==> config.mk <==
export PLATFORM = sky130hd
export DESIGN_NAME = multicycle_control_flat
export DESIGN_NICKNAME = d
export VERILOG_FILES = /design/src/rtl/multicycle_control_pkg.sv /design/src/rtl/multicycle_control_if.sv /design/src/rtl/multicycle_control_opcode_decoder.sv /design/src/rtl/multicycle_control.sv /design/src/flat_wrapper.sv
export SDC_FILE = /design/constraint.sdc
export NUM_CORES = 1
export LEC_CHECK = 0
export BUFFER_PORTS_ARGS = -buffer_cell sky130_fd_sc_hd__clkbuf_2
export CAP_MARGIN = 20
export CORE_UTILIZATION = 56
export DETAILED_ROUTE_END_ITERATION = 8
export GPL_TIMING_DRIVEN = 0
export MAX_ROUTING_LAYER = met4
export PLACE_DENSITY_LB_ADDON = 0.3
export SYNTH_ARGS = -nofsm -noshare
export SYNTH_HDL_FRONTEND = slang
export SYNTH_SLANG_ARGS = --single-unit
export TNS_END_PERCENT = 50
==> constraint.sdc <==
create_clock -name clk -period 3.9 [get_ports clk]
set_input_delay 0.78 -clock clk [delete_from_list [all_inputs] [get_ports clk]]
set_output_delay 0.78 -clock clk [all_outputs]
set_load 0.01 [all_outputs]
==> src/rtl/multicycle_control_pkg.sv <==
// Shared definitions for the multicycle controller: FSM states, opcode
// classes, opcode constants and ALU operation codes.
package multicycle_control_pkg;

  typedef enum logic [2:0] {
    FETCH     = 3'd0,
    DECODE    = 3'd1,
    EXECUTE   = 3'd2,
    MEMORY    = 3'd3,
    WRITEBACK = 3'd4,
    HALT      = 3'd5
  } state_t;

  typedef enum logic [2:0] {
    CLS_NONE,
    CLS_ADD,
    CLS_SUB,
    CLS_AND,
    CLS_ORR,
    CLS_LDUR,
    CLS_STUR,
    CLS_CBZ
  } opClass_t;

  localparam logic [10:0] OP_ADD    = 11'b10001011000;
  localparam logic [10:0] OP_SUB    = 11'b11001011000;
  localparam logic [10:0] OP_AND    = 11'b10001010000;
  localparam logic [10:0] OP_ORR    = 11'b10101010000;
  localparam logic [10:0] OP_LDUR   = 11'b11111000010;
  localparam logic [10:0] OP_STUR   = 11'b11111000000;
  localparam logic [7:0]  OP_CBZ_HI = 8'b10110100;

  localparam logic [3:0] ALU_AND   = 4'b0000;
  localparam logic [3:0] ALU_ORR   = 4'b0001;
  localparam logic [3:0] ALU_ADD   = 4'b0010;
  localparam logic [3:0] ALU_SUB   = 4'b0110;
  localparam logic [3:0] ALU_PASSB = 4'b0111;

  function automatic opClass_t classify(input logic [10:0] op);
    opClass_t c;
    c = CLS_NONE;
    if (op == OP_ADD)              c = CLS_ADD;
    else if (op == OP_SUB)         c = CLS_SUB;
    else if (op == OP_AND)         c = CLS_AND;
    else if (op == OP_ORR)         c = CLS_ORR;
    else if (op == OP_LDUR)        c = CLS_LDUR;
    else if (op == OP_STUR)        c = CLS_STUR;
    else if (op[10:3] == OP_CBZ_HI) c = CLS_CBZ;
    return c;
  endfunction

  function automatic logic [3:0] aluCtlOf(input opClass_t c);
    logic [3:0] a;
    case (c)
      CLS_SUB: a = ALU_SUB;
      CLS_AND: a = ALU_AND;
      CLS_ORR: a = ALU_ORR;
      CLS_CBZ: a = ALU_PASSB;
      CLS_ADD, CLS_LDUR, CLS_STUR: a = ALU_ADD;
      default: a = '0;
    endcase
    return a;
  endfunction

endpackage

==> src/rtl/multicycle_control_if.sv <==
// Controller <-> datapath signal bundle; the datapath drives Op and status,
// the controller drives the control strobes and observability outputs.
interface multicycle_control_if #(
  parameter int RETIRED_W = 32
);
  logic [10:0]          Op;
  logic                 zero_T;
  logic                 mem_ready;
  logic                 IRWrite;
  logic                 PCWrite;
  logic                 PCSrc;
  logic                 AluSrc;
  logic [3:0]           AluControl;
  logic                 Reg2Loc;
  logic                 regWrite;
  logic                 memRead;
  logic                 memWrite;
  logic                 memtoReg;
  logic                 exc;
  logic [2:0]           state;
  logic [RETIRED_W-1:0] retired;

  modport master (
    output Op, zero_T, mem_ready,
    input  IRWrite, PCWrite, PCSrc, AluSrc, AluControl, Reg2Loc,
           regWrite, memRead, memWrite, memtoReg, exc, state, retired
  );

  modport slave (
    input  Op, zero_T, mem_ready,
    output IRWrite, PCWrite, PCSrc, AluSrc, AluControl, Reg2Loc,
           regWrite, memRead, memWrite, memtoReg, exc, state, retired
  );
endinterface

==> src/rtl/multicycle_control_opcode_decoder.sv <==
// Combinational opcode classifier: maps the 11-bit Op field to an
// instruction class and its ALU operation.
module opcode_decoder
  import multicycle_control_pkg::*;
(
  input  logic [10:0] Op,
  output opClass_t    opClass,
  output logic [3:0]  aluCtl
);
  always_comb begin
    opClass = classify(Op);
    aluCtl  = aluCtlOf(opClass);
  end
endmodule

==> src/rtl/multicycle_control.sv <==
// Multicycle control FSM (FETCH/DECODE/EXECUTE/MEMORY/WRITEBACK/HALT) with a
// sticky unsupported-opcode flag and a retired-instruction counter.
module multicycle_control
  import multicycle_control_pkg::*;
#(
  parameter int RETIRED_W = 32
) (
  input logic            clk,
  input logic            reset,
  multicycle_control_if.slave bus
);
  state_t               stateQ, stateD;
  opClass_t             clsQ, decCls;
  logic [3:0]           aluQ, decAlu;
  logic                 excQ;
  logic [RETIRED_W-1:0] retiredQ;

  logic irWrite, pcWrite, pcSrc, aluSrc, reg2Loc;
  logic regWrite, memRead, memWrite, memtoReg;
  logic [3:0] aluControl;

  opcode_decoder uDecoder (
    .Op      (bus.Op),
    .opClass (decCls),
    .aluCtl  (decAlu)
  );

  always_ff @(posedge clk or negedge reset) begin
    if (!reset) begin
      stateQ   <= FETCH;
      clsQ     <= CLS_NONE;
      aluQ     <= '0;
      excQ     <= 1'b0;
      retiredQ <= '0;
    end else begin
      stateQ <= stateD;
      // Class is captured once so ALU controls stay stable for the instruction.
      if (stateQ == DECODE) begin
        clsQ <= decCls;
        aluQ <= decAlu;
      end
      if (stateD == HALT) excQ <= 1'b1;
      if (pcWrite) retiredQ <= retiredQ + RETIRED_W'(1);
    end
  end

  always_comb begin
    stateD     = stateQ;
    irWrite    = 1'b0;
    pcWrite    = 1'b0;
    pcSrc      = 1'b0;
    aluSrc     = 1'b0;
    reg2Loc    = 1'b0;
    aluControl = '0;
    regWrite   = 1'b0;
    memRead    = 1'b0;
    memWrite   = 1'b0;
    memtoReg   = 1'b0;

    if (stateQ == EXECUTE || stateQ == MEMORY || stateQ == WRITEBACK) begin
      aluControl = aluQ;
      aluSrc     = (clsQ == CLS_LDUR) || (clsQ == CLS_STUR);
      reg2Loc    = (clsQ == CLS_STUR) || (clsQ == CLS_CBZ);
    end

    case (stateQ)
      FETCH: begin
        irWrite = 1'b1;
        stateD  = DECODE;
      end
      DECODE: stateD = (decCls == CLS_NONE) ? HALT : EXECUTE;
      EXECUTE: begin
        case (clsQ)
          CLS_ADD, CLS_SUB, CLS_AND, CLS_ORR: stateD = WRITEBACK;
          CLS_LDUR, CLS_STUR:                 stateD = MEMORY;
          CLS_CBZ: begin
            pcWrite = 1'b1;
            pcSrc   = bus.zero_T;
            stateD  = FETCH;
          end
          default: stateD = HALT;
        endcase
      end
      MEMORY: begin
        if (clsQ == CLS_LDUR) begin
          memRead = 1'b1;
          if (bus.mem_ready) stateD = WRITEBACK;
        end else if (clsQ == CLS_STUR) begin
          memWrite = 1'b1;
          if (bus.mem_ready) begin
            pcWrite = 1'b1;
            stateD  = FETCH;
          end
        end else begin
          stateD = HALT;
        end
      end
      WRITEBACK: begin
        regWrite = 1'b1;
        memtoReg = (clsQ == CLS_LDUR);
        pcWrite  = 1'b1;
        stateD   = FETCH;
      end
      HALT:    stateD = HALT;
      default: stateD = FETCH;
    endcase
  end

  assign bus.IRWrite    = irWrite;
  assign bus.PCWrite    = pcWrite;
  assign bus.PCSrc      = pcSrc;
  assign bus.AluSrc     = aluSrc;
  assign bus.AluControl = aluControl;
  assign bus.Reg2Loc    = reg2Loc;
  assign bus.regWrite   = regWrite;
  assign bus.memRead    = memRead;
  assign bus.memWrite   = memWrite;
  assign bus.memtoReg   = memtoReg;
  assign bus.exc        = excQ;
  assign bus.state      = stateQ;
  assign bus.retired    = retiredQ;
endmodule

==> src/flat_wrapper.sv <==
// flat-port wrapper written by rule: the top's interface ports become plain ports
module multicycle_control_flat import multicycle_control_pkg::*;
#(
  parameter int RETIRED_W = 32
)
  (clk, reset, bus_Op, bus_zero_T, bus_mem_ready, bus_IRWrite, bus_PCWrite, bus_PCSrc, bus_AluSrc, bus_AluControl, bus_Reg2Loc, bus_regWrite, bus_memRead, bus_memWrite, bus_memtoReg, bus_exc, bus_state, bus_retired);
  multicycle_control_if #(.RETIRED_W(RETIRED_W)) bus_i ();
  input logic clk;
  input logic reset;
  input wire logic [$bits(bus_i.Op)-1:0] bus_Op;
  input wire logic [$bits(bus_i.zero_T)-1:0] bus_zero_T;
  input wire logic [$bits(bus_i.mem_ready)-1:0] bus_mem_ready;
  output wire logic [$bits(bus_i.IRWrite)-1:0] bus_IRWrite;
  output wire logic [$bits(bus_i.PCWrite)-1:0] bus_PCWrite;
  output wire logic [$bits(bus_i.PCSrc)-1:0] bus_PCSrc;
  output wire logic [$bits(bus_i.AluSrc)-1:0] bus_AluSrc;
  output wire logic [$bits(bus_i.AluControl)-1:0] bus_AluControl;
  output wire logic [$bits(bus_i.Reg2Loc)-1:0] bus_Reg2Loc;
  output wire logic [$bits(bus_i.regWrite)-1:0] bus_regWrite;
  output wire logic [$bits(bus_i.memRead)-1:0] bus_memRead;
  output wire logic [$bits(bus_i.memWrite)-1:0] bus_memWrite;
  output wire logic [$bits(bus_i.memtoReg)-1:0] bus_memtoReg;
  output wire logic [$bits(bus_i.exc)-1:0] bus_exc;
  output wire logic [$bits(bus_i.state)-1:0] bus_state;
  output wire logic [$bits(bus_i.retired)-1:0] bus_retired;
  assign bus_i.Op = bus_Op;
  assign bus_i.zero_T = bus_zero_T;
  assign bus_i.mem_ready = bus_mem_ready;
  assign bus_IRWrite = bus_i.IRWrite;
  assign bus_PCWrite = bus_i.PCWrite;
  assign bus_PCSrc = bus_i.PCSrc;
  assign bus_AluSrc = bus_i.AluSrc;
  assign bus_AluControl = bus_i.AluControl;
  assign bus_Reg2Loc = bus_i.Reg2Loc;
  assign bus_regWrite = bus_i.regWrite;
  assign bus_memRead = bus_i.memRead;
  assign bus_memWrite = bus_i.memWrite;
  assign bus_memtoReg = bus_i.memtoReg;
  assign bus_exc = bus_i.exc;
  assign bus_state = bus_i.state;
  assign bus_retired = bus_i.retired;
  multicycle_control #(.RETIRED_W(RETIRED_W)) u_core (.clk(clk), .reset(reset), .bus(bus_i));
endmodule
# After elaboration in Yosys (flattened, before gate mapping)
# Cells that the tools add are included.
[word_totals]
register_bits = 43
latch_bits = 0
mem_bits_rw = 0
rom_bits = 0
elab_cells = 74
memories = 0
[op_classes]
add_sub_neg = 1
multipliers = 0
div_mod_pow = 0
order_cmp = 0
eq_ne = 26
shift = 0
mux = 33
bitwise = 0
reduce_logical = 9
[ops]
columns = ["cell", "n"]
rows = [
  ["== test 11 bit, second input constant", 6],
  ["2-to-1 mux 3 bit", 12],
  ["== test 3 bit, second input constant", 11],
  ["adder 32 x 1 -> 32 bit, second input constant", 1],
  ["2-to-1 mux 1 bit", 16],
  ["== test 3 x 2 -> 1 bit, second input constant", 5],
  ["one-hot mux 3 bit (5 select lines)", 1],
  ["one-hot mux 3 bit (4 select lines)", 1],
  ["== test 3 x 1 -> 1 bit, second input constant", 3],
  ["one-hot mux 3 bit (3 select lines)", 1],
  ["== test 8 bit, second input constant", 1],
  ["zero test 3 bit", 2],
  ["logical OR 1 bit", 4],
  ["2-to-1 mux 4 bit", 1],
  ["OR reduction 4 bit", 1],
  ["one-hot mux 1 bit (3 select lines)", 1],
  ["OR reduction 3 bit", 1],
  ["OR reduction 2 bit", 1],
]

# Logic depth before layout (Yosys ltp)
[depth]
ltp_word = 12
mapped_depth = 7
mapped_depth_nobuf = 5

# Hierarchy
# Synthesis repeated with hierarchy kept, for this count alone.
[hier_totals]
cells_unflattened = 224
area_unflattened_um2 = 2403.6
[modules_own_cells]
columns = ["mod", "instances", "cells_per_inst", "area_per_inst_um2", "seq_area_each_um2"]
rows = [
  ["multicycle_control", 1, 191, 2185.8, 1076.0],
  ["opcode_decoder", 1, 33, 217.7, 0.0],
]

# Worst setup path after synthesis
# No wires, ideal clock.
[synth_timing]
path_kind = "input to output"
from = "in bus_mem_ready"
to = "out bus_PCWrite"
arrival_time_ps = 1420
required_time_ps = 3120
setup_slack_ps = 1700
stages = 3
path_buffers = 0
path_cell_list = "inv_1 > or3_4 > nand2_1"
[synth_via]
elab_chain_cells = 4
[synth_lines]
columns = ["element", "line_no", "source"]
rows = [
  ["from (decl)", "flat_wrapper.sv:12", "input wire logic [$bits(bus_i.mem_ready)-1:0] bus_mem_ready;"],
  ["2-to-1 mux 1 bit", "multicycle_control.sv:90", "if (bus.mem_ready) begin"],
  ["2-to-1 mux 1 bit", "multicycle_control.sv:88", "end else if (clsQ == CLS_STUR) begin"],
  ["2-to-1 mux 1 bit", "multicycle_control.sv:85", "if (clsQ == CLS_LDUR) begin"],
  ["one-hot mux 1 bit (3 select lines)", "multicycle_control.sv:66", "case (stateQ)"],
  ["to (decl)", "flat_wrapper.sv:14", "output wire logic [$bits(bus_i.PCWrite)-1:0] bus_PCWrite;"],
]
# No other way between the ends.

# Worst setup path after layout
[layout_timing]
from = "reg u_core.stateQ[0], in the netlist u_core.bus.state[0]"
to = "out bus_PCWrite"
[layout_via]
elab_chain_cells = 2
[layout_lines]
columns = ["element", "line_no", "source"]
rows = [
  ["from (decl)", "multicycle_control.sv:12", "state_t stateQ, stateD;"],
  ["from (signal assigned)", "multicycle_control.sv:36", "stateQ <= stateD;"],
  ["== test 3 bit / == test 3 x 2 -> 1 bit (equally long branches)", "multicycle_control.sv:66", ""],
  ["one-hot mux 1 bit (3 select lines) (*)", "multicycle_control.sv:66", ""],
]
# Every way passes the cells marked *; elsewhere a longest branch is shown, timed or not.

==> results.md <==
* Status: completed
* Hold crit path type: input port to async pin
* Routed via count at 1,891
* Die area at 4230 um2
* Fmax at 389 MHz
* TritonCTS clock tree: built
* CTS root buffer: clkbuf_8
* EDFF count, synth at 0
* Post-synthesis sequential area ratio at 0.473
* Initial antenna violation count at 0
* Total congestion overflow at 0
* Starting Density at 0.594
* H-tree levels at 2
* Final setup margin at 1.33 ns
* Async S/R FF share, synth at 1.00
* Fin cells at 342
* Synthesized area per cell at 9.97 um2
* Row cnt at 22
* Gpl congestion at 0.794
* Minimum clock period at 2.57 ns
* Design area at 2720 um2
* Cells after synthesis at 223
* Post-Place Cells at 333
* Leak at 1.33 nW
* Area leader, netlist: dfrtp_1
* Final core occ at 0.728
* Synth unique cells at 41
* All-Layer GR Usage at 0.244
* Post-CTS setup buffers at 0
* DRT Pass-1 Iters at 4
* Share of cells above drive strength 1 at 0.289
* CTS Buf Count at 5
* Place WS at 1.41 ns
* Max cap viols at 0
* Die Wd at 65.0 um
* Top-area cell type share of the netlist area at 0.473
* Final ANT Viol Nets at 0
* Commonest cells after routing, fill and taps aside: 62 x clkbuf_2, 42 x dfrtp_1, 26 x xnor2_1, 18 x nand2_1, 16 x nand3_1
* Register-to-register path setup slack at 1.91 ns
* DR DRC count at 0
* # setup viols final at 0
* Clock Skew at 0.00922 ns
* Yosys warns at 0
* Routed wire per std cell at 13.4 um
* CTS Hold Bufs at 0
* Final-report max-slew violation count at 0
* Commonest register cell after synthesis: dfrtp_1
* Diodes inserted at 0
* Least-Margin Pin Slew at 0.741 ns
* Placed cell area at 2590 um2
* FF+latch count, synth at 42
* Register clock-pin slew on the reported worst setup and hold paths at 0.08 ns
* CTS sink cnt at 42
* PwrDens at 351 nW/um2
* Final net count at 309
* Crit Path Category: flip-flop to primary output
* Area contributors post-synth: dfrtp_1 47%, xnor2_1 10%, nand3_1 3.6%, and3_1 3.1%, nand4_1 3.1%
* Syn Nets at 239
* CP required at 3.12 ns
* Reg2reg path depth at 5
* Port Buffer Count at 62
* Via/cell ratio at 5.53
* Startpoint types: flip-flop
* VDD IR max at 0.000262 V
* CTS Buffer Depth at 2
* Reg-to-reg startpoint: u_core.bus.retired[14]
* Fin Hold WS at 0.299 ns
* Most common cell after layout, fill and taps aside: clkbuf_2
* Hold Vio Cnt, Final at 0
* Area grow syn2layout at 22.5%
* Core area at 3740 um2
* # IOs at 64
* Final period util at 0.660
* First-pass GRT wire length at 7.59 mm
* Worst-Skew Late Latency at 0.30 ns
* Drt initial violations at 152
* Total power at 956 uW
* CP max FO at 10
* Worst r2r dst: u_core.bus.retired[26]
* Largest net degree at the start of global routing at 43
* RSZ-0062 raised after global routing: no
* DPL Wire Length at 3.30 mm
* CTS resizes at 0
* Total Wirelength at 4.59 mm
* Cell area after synthesis at 2220 um2
* Setup TNS at 0 ns
* Critical Path AT at 1.79 ns
* Critical Path Sink Type: primary output
* Via count of the first global-routing pass at 1,692
* Slew HR at 0.502
* Die height at 65.0 um
-- cell families (layout without fill, tap and decap cells) --
logic type | Yosys count | in the layout | share of synthesized area
flip-flops | 42 | 42 | 0.473
AO/OA/AOI/OAI | 29 | 29 | 0.0991
buffers and inverters | 16 | 87 | 0.0343
multiplexers | 2 | 2 | 0.00957
XOR/XNOR | 33 | 33 | 0.130
adder cells (fa/ha/maj) | 1 | 1 | 0.00563
other | 1 | 1 | 0.00169
AND/OR/NAND/NOR | 99 | 99 | 0.247
-- layout make-up --
cell class                      instances  area, um2
Inverter                                7       26.3
Buffer                                  9       50.0
Fill cell                             293       1020
Sequential cell                        42       1050
Timing Repair Buffer                   63        330
Clock inverter                          2       37.5
Tap cell                               48       60.1
Clock buffer                            6       72.6
Multi-Input combinational cell        165       1100
-- per-layer routing --
metal | share of wire | track usage
met5 | 0 | -
met1 | 0.44 | 0.317
met2 | 0.49 | 0.380
met4 | 0.014 | 0.106
met3 | 0.050 | 0.0387
-- sequential cells by signal, indices dropped and copies added (netlist names) --
signal / count
u_core.bus.retired: 32
u_core.aluQ: 3
u_core.bus.state: 3
u_core.clsQ: 3
u_core.bus.exc: 1
-- report_power, final --
part	internal [mW]	leakage [nW]	switching, mW	total (mW)
clock	0.191	0.0514	0.149	0.340
sequential	0.456	0.554	0.0231	0.480
combinational	0.0590	0.725	0.0770	0.136
total	0.706	1.33	0.249	0.956
-- cells in the mapped netlist, types with 3 or more instances --
cell type,number
nand2_1,18
nand3_1,16
dfrtp_1,42
nor2b_1,5
nand2b_1,6
nand4_1,11
and4_1,3
and3_1,11
o21ai_0,7
nand3b_1,3
buf_2,4
inv_1,7
nor3_1,8
xor2_1,7
xnor2_1,26
nor2_1,10
buf_4,3
a21oi_1,8
-- worst max-delay path, cell delays in order (launching register included) --
cell      delay (ns)
dfrtp_1         0.37
buf_2           0.23
nand3b_1        0.15
or3_4           0.40
nand2_1         0.19
clkbuf_2        0.17
-- how the worst max path moves through the flow --
| stage | startpoint | to | cells after the start |
|---|---|---|---|
| 5_1_grt | u_core.bus.state[0] | bus_PCWrite | 5 |
| 2_1_floorplan | bus_mem_ready | bus_PCWrite | 3 |
| 4_1_cts | u_core.bus.state[0] | bus_PCWrite | 5 |
| 3_3_place_gp | bus_mem_ready | bus_PCWrite | 5 |
| 3_5_place_dp | bus_mem_ready | bus_PCWrite | 5 |
| 6_report | u_core.bus.state[0] | bus_PCWrite | 5 |
Power figures use the tool's default switching activity.
